==> src/rtl/data_interpolation.sv <==
// Upsampler: each accepted sample is replayed as interpolate_reg+1 output beats.
// Zero-order hold by default; define ZERO_STUFF_EN to emit zeros on beats 1..N.
//
// Ports:
//   clk, rst_n              clock, async active-low reset
//   interpolate_reg         extra beats per sample (N), sampled on input accept
//   in_data/_valid/_ready   input sample stream (valid/ready)
//   out_data/_valid/_ready  output beat stream (valid/ready)
//   out_data_last           final beat of the current sample's burst
// Macro: ZERO_STUFF_EN selects zero-stuffing instead of zero-order hold.
module data_interpolation #(
    parameter int DATA_IN_WIDTH  = 16,
    parameter int DATA_OUT_WIDTH = 12,
    parameter int DATA_REG_WIDTH = 32
) (
    input  logic                      clk,
    input  logic                      rst_n,
    input  logic [DATA_REG_WIDTH-1:0] interpolate_reg,
    input  logic [DATA_IN_WIDTH-1:0]  in_data,
    input  logic                      in_data_valid,
    output logic                      in_data_ready,
    output logic [DATA_OUT_WIDTH-1:0] out_data,
    output logic                      out_data_valid,
    input  logic                      out_data_ready,
    output logic                      out_data_last
);

    typedef enum logic {
        IDLE = 1'b0,
        EMIT = 1'b1
    } state_e;

    localparam logic [DATA_REG_WIDTH-1:0] ONE = DATA_REG_WIDTH'(1);

    state_e                    state_q, state_d;
    logic [DATA_REG_WIDTH-1:0] cnt_q, cnt_d;
    logic [DATA_REG_WIDTH-1:0] n_lat_q, n_lat_d;
    logic [DATA_IN_WIDTH-1:0]  hold_q, hold_d;

    logic                      emit;
    logic                      at_last;
    logic                      accept;
    logic [DATA_OUT_WIDTH-1:0] sample_msb;
    logic                      unused_hold_bits;

    assign emit       = (state_q == EMIT);
    // Compare before increment: with N at its maximum the counter
    // reaches N and stops there, so it can never wrap mid-burst.
    assign at_last    = (cnt_q == n_lat_q);
    assign sample_msb = hold_q[DATA_IN_WIDTH-1 -: DATA_OUT_WIDTH];

    // Only the MSBs reach the output; the rest are intentionally dropped.
    assign unused_hold_bits = ^hold_q;

    // Combinational path from out_data_ready lets a new sample be taken
    // on the same cycle the last beat leaves, so bursts abut without gaps.
    assign in_data_ready = rst_n &&
                           (!emit || (at_last && out_data_ready));
    assign accept        = in_data_valid && in_data_ready;

    assign out_data_valid = emit;
    assign out_data_last  = emit && at_last;

`ifdef ZERO_STUFF_EN
    assign out_data = (emit && cnt_q == '0) ? sample_msb : '0;
`else
    assign out_data = emit ? sample_msb : '0;
`endif

    always_comb begin
        state_d = state_q;
        cnt_d   = cnt_q;
        n_lat_d = n_lat_q;
        hold_d  = hold_q;
        if (accept) begin
            state_d = EMIT;
            cnt_d   = '0;
            n_lat_d = interpolate_reg;
            hold_d  = in_data;
        end else if (emit && out_data_ready) begin
            if (at_last) begin
                state_d = IDLE;
            end else begin
                cnt_d = cnt_q + ONE;
            end
        end
    end

    always_ff @(posedge clk or negedge rst_n) begin
        if (!rst_n) begin
            state_q <= IDLE;
            cnt_q   <= '0;
            n_lat_q <= '0;
            hold_q  <= '0;
        end else begin
            state_q <= state_d;
            cnt_q   <= cnt_d;
            n_lat_q <= n_lat_d;
            hold_q  <= hold_d;
        end
    end

endmodule

==> config.mk <==
export PLATFORM = sky130hd
export DESIGN_NAME = data_interpolation
export DESIGN_NICKNAME = d
export VERILOG_FILES = /design/src/rtl/data_interpolation.sv
export SDC_FILE = /design/constraint.sdc
export NUM_CORES = 1
export LEC_CHECK = 0
export ABC_AREA = 0
export CAP_MARGIN = 30
export CORE_MARGIN = 2
export CORE_UTILIZATION = 49
export CTS_CLUSTER_SIZE = 16
export DETAILED_ROUTE_END_ITERATION = 16
export PLACE_DENSITY = 0.73
export SYNTH_ARGS = -nofsm -noshare
export SYNTH_HDL_FRONTEND = slang
export SYNTH_SLANG_ARGS = --single-unit
==> constraint.sdc <==
create_clock -name clk -period 2.2 [get_ports clk]
set_input_delay 0.22 -clock clk [delete_from_list [all_inputs] [get_ports clk]]
set_output_delay 0.22 -clock clk [all_outputs]
set_load 0.005 [all_outputs]
### Word-level counts from Yosys, hierarchy flattened

Cells that the tools add are included.

* bits in registers: 81
* output and inout bits: 15
* bits of input ports: 52
* logic and storage cells: 25

* eq/ne operators: 2
* reduce and logical (&&, ||, !) cells: 11
* $add $sub $neg: 1
* mux-type cells: 7

Operators with widths (count)
* $mux 32: 3
* $add 32x1->32 const B: 1
* $eq 32x32->1: 1
* $mux 12: 1
* $logic_and 1x1->1: 5
* $reduce_and 2->1: 2
* $reduce_bool 2->1: 2
* $mux 1: 3
* $ne 2x1->1 const B: 1
* $logic_not 1->1: 1
* $logic_or 1x1->1: 1

### Depth between registers and ports, before layout

* word-level depth: 7
* depth in mapped cells: 11
* mapped depth without buffers: 6

### Worst setup path before layout

Ideal clock, no wire load.

* kind: register to register
* start: register cnt_q[3]
* end: register n_lat_q[29]
* cell stages (with the launch flop): 11
* path slack: -0.149 ns
* clock period less this slack: 2.349 ns
* data arrival time: 2.221 ns
* setup time: 0.127 ns
* buffers on the path: 4
* cell sequence: dfrtp_1 > buf_6 > xnor2_1 > nand4_1 > nor4_4 > and2_1 > buf_4 > a41o_1 > buf_6 > buf_6 > mux2_1

* word-level cells in the longest chain between the ends: 5

Ends and longest elaborated chain
* start, declared: RTL line 36 `logic [DATA_REG_WIDTH-1:0] cnt_q, cnt_d;`
* start signal, assigned: RTL line 97 `cnt_q <= cnt_d;`
* $eq 32x32->1: RTL line 49 `assign at_last = (cnt_q == n_lat_q);`
* $logic_and 1x1->1: RTL line 58 `(!emit || (at_last && out_data_ready));`
* $logic_or 1x1->1: RTL line 58
* $logic_and 1x1->1: RTL line 57 `assign in_data_ready = rst_n &&`
* $logic_and 1x1->1: RTL line 59 `assign accept = in_data_valid && in_data_ready;`
* end signal, assigned: RTL line 98 `n_lat_q <= n_lat_d;`
* end, declared: RTL line 37 `logic [DATA_REG_WIDTH-1:0] n_lat_q, n_lat_d;`

Every way passes these cells.
A chain may end at the register's enable or synchronous reset.

### Worst setup path after layout

* start: register n_lat_q[8]
* end: register n_lat_q[24]

* word-level cells in the longest chain between the ends: 5

Ends and longest elaborated chain (RTL line)
* $eq 32x32->1: 49
* $logic_and 1x1->1: 58
* $logic_or 1x1->1: 58
* $logic_and 1x1->1: 57
* $logic_and 1x1->1: 59

Every way passes these cells.

==> results.py <==
metrics = {
    "outcome": {
        "status": "finished, violations left",
        "violations": "negative setup slack",
    },
    "finish": {
        "nFillCells": 576,
        "antenna_cells": 0,
        "area_delta_synth_final_pct": 39.2,
        "instances_no_fill": 615,
        "final_layout_size_suffix_gt1_share_pct": 35.1,
        "nNetsFinal": 558,
        "post-route-util_pct": 71.3,
    },
    "clock_tree": {
        "htree_levels": 3,
        "clock_sinks": 77,
        "insertion_delay_ns": 0.36,
        "clock_path_buffers": 2,
        "cts_buffers": 9,
        "cts_tree": "built",
        "clk_pin_slew_ns": 0.08,
        "cts_root_buf": "clkbuf_8",
    },
    "floorplanning": {
        "io_pins": 67,
        "coreArea_um2": 8300,
        "dieArea_um2": 9440,
        "die_x_um": 97.2,
        "initial_core_util_pct": 51.2,
        "die_h_um": 97.2,
        "num_rows": 33,
    },
    "placement": {
        "dp_cells": 583,
        "dp_hpwl_um": 7290,
        "io_buffer_count": 62,
        "pre_cts_ws_ns": -0.155,
        "globalplace.congestion": 0.932,
    },
    "timing": {
        "report.final.slew_viol_count": 0,
        "max_slew.worst_pin.slew_ns": 0.582,
        "rsz0062_at_grt": "true",
        "hold_viol": 0,
        "fmax_ghz": 0.408,
        "setup_viol": 74,
        "setup-tns-final_ns": -13.08,
        "finalCritPeriodShare_pct": 111,
        "fin_ws_ns": -0.252,
        "max-slew-margin-rel_pct": 61.2,
        "finalHoldWorstSlack_ns": 0.471,
        "fin_skew_ns": 0.00788,
        "post-route-min-period_ns": 2.45,
    },
    "route": {
        "antenna_left": 0,
        "drc": 0,
        "wl_um": 10800,
        "vias_per_cell": 5.65,
        "via_count": 3473,
        "drtIter0Drc": 267,
        "wire_per_inst_um": 17.6,
        "drtPass1Iterations": 6,
    },
    "pwr": {
        "leakage_nw": 2.56,
        "powerDensity_nw_per_um2": 570,
        "vdd_ir_drop_max_v": 0.000366,
    },
    "global_routing": {
        "track_usage_pct": 23.0,
        "globalRouteOverflowTotal": 0,
        "antenna_found_initial": 0,
        "grt_max_degree": 48,
        "grt_pass1_wl_um": 17400,
        "grt_pass1_vias": 3508,
    },
    "yosys": {
        "synth-xor-area-share_pct": 7.62,
        "ys_top_cells_by_count": "dfrtp_1 (77), mux2_4 (40), xnor2_1 (37)",
        "synth_compound_area_share_pct": 9.92,
        "avgSynthCellArea_um2": 11.6,
        "synth_nets": 419,
        "yosysSeqAreaShare_pct": 45.3,
        "syn-cell-area_um2": 4250,
        "synth_top_area_share_pct": 45.3,
        "synth.distinct_cells": 47,
        "synth_top_family_by_area": "simple AND/OR/NAND/NOR gates",
        "synthSimpleGateAreaFrac_pct": 16.3,
        "synth_warnings": 0,
        "muxShareOfSynthArea_pct": 15.4,
        "synthArstFlopShare_pct": 100,
        "synth_adder_area_share_pct": 0.294,
        "synthFlopType": "dfrtp_1",
        "synth_enable_flop_cells": 0,
        "ys_ff_latch": 77,
        "ys_top_cells_by_area": "dfrtp_1 (45%), mux2_4 (14%), xnor2_1 (7.6%)",
        "yosysMostFrequentCell": "dfrtp_1",
        "synth_largest_area_cell": "dfrtp_1",
        "syn_inst": 366,
    },
    "critical_path": {
        "critPathLaunchType": "flop",
        "worstPathArrival_ns": 2.69,
        "reg2reg_depth": 9,
        "critPathTopFamily": "simple AND/OR/NAND/NOR gates",
        "crit_fanout": 18,
        "crit_path_end_kind": "flop",
        "worst-setup-path-type": "reg -> reg",
        "crit_chain": "xnor2_1 -> nand4_1 -> nor4_4 -> buf_4 -> and2_4 -> buf_6 -> a41o_4 -> buf_12 -> mux2_4",
        "cp_slowest_cell": "dfrtp_1",
        "cp.required_ns": 2.44,
        "path_buf_inv": 3,
        "cpPeakStageDelay_ns": 0.39,
        "critical_path_depth": 9,
    },
    "min_path": {
        "holdPathStages": 2,
        "hold_path_class": "in -> reg",
    },
    "run": {
        "max_cap_violations": 0,
    },
}
==> stage by stage <==
| step | power, mW | area, um^2 |
|---|---|---|
| detailed placement | 2.15 | 5410 |
| floorplan | 1.87 | 4290 |
| global placement | 2.13 | 5410 |
| CTS | 3.36 | 5830 |
| global route | 3.50 | 5920 |
| finish | 3.37 | 5920 |
==> cells by family after synthesis <==
kind of cell,count (synthesis)
buffers and inverters,29
AOI/OAI and AO/OA,67
DFF,77
xor gates and xnor gates,37
adders and majority gates,1
and+or+nand+nor,110
muxes,45
==> path summary, 6_finish.rpt <==
kind / startpoint / to / slack [ns]
hold reg to reg: hold_q[11]$_DFFE_PN0N_ / hold_q[11]$_DFFE_PN0N_ / 0.52
min in group asynchronous: rst_n / n_lat_q[26]$_DFFE_PN0N_ / 0.51
setup / recovery: n_lat_q[8]$_DFFE_PN0N_ / n_lat_q[24]$_DFFE_PN0N_ / -0.25
hold / removal: in_data[9] / hold_q[9]$_DFFE_PN0N_ / 0.47
max in group asynchronous: rst_n / n_lat_q[3]$_DFFE_PN0N_ / 1.22
setup reg to reg: n_lat_q[8]$_DFFE_PN0N_ / n_lat_q[24]$_DFFE_PN0N_ / -0.25
==> sequential cells by signal (all words and copies together) (netlist names) <==
| register | count |
|---|---|
| cnt_q | 32 |
| n_lat_q | 32 |
| hold_q | 12 |
| out_data_valid | 1 |
==> layout make-up <==
cell class,instances,area (um^2),share of cell area [%]
Sequential cell,77,1930,32.6
Clock buffer,11,141,2.39
Inverter,7,26.3,0.444
Tap cell,105,131,2.22
Timing Repair Buffer,150,1370,23.2
Multi-Input combinational cell,260,2240,37.8
Clock inverter,5,83.8,1.42
==> cells in the final DEF (no fill, tap or decap), types with 4 or more instances in the layout <==
cell / synthesis / final
and3_1: 7 / 6
buf_12: 4 / 4
nand3_1: 12 / 12
buf_6: 3 / 4
or3_1: 10 / 10
nand4_1: 15 / 15
inv_1: 7 / 7
clkdlybuf4s50_1: 0 / 59
a211oi_1: 5 / 4
a21oi_1: 24 / 16
nor2_1: 8 / 5
xnor2_1: 37 / 34
dfrtp_1: 77 / 77
clkbuf_8: 0 / 10
o21ai_0: 14 / 13
buf_4: 4 / 77
mux2_4: 40 / 44
nand2_1: 14 / 13
o31ai_1: 9 / 8
and2_1: 16 / 15
or4_1: 10 / 8
a21oi_2: 0 / 8
==> layer usage <==
| layer | up-vias | track usage [%] | part of all wire [%] |
|---|---|---|---|
| li1 | 1607 | - | - |
| met1 | 1689 | 30.9 | 44 |
| met2 | 144 | 36.7 | 47 |
| met3 | 33 | 5.04 | 6.6 |
| met4 | 0 | 8.13 | 1.9 |
| met5 | - | 0 | 0 |
==> what timing repair did <==
item,4_1_cts,5_1_grt
gates cloned,1,0
hold endpoints to repair,30,0
endpoints found under the setup margin,55,78
hold buffers,1,0
buffers inserted,9,6
gates resized for setup,32,15
pin swaps,15,6
==> power breakdown <==
part           internal, mW  total, mW  switching [mW]
logic                 0.344      0.607           0.263
registers              1.49       1.54          0.0529
clock network         0.672       1.22           0.549
total                  2.51       3.37           0.865
Power figures use the tool's default switching activity.
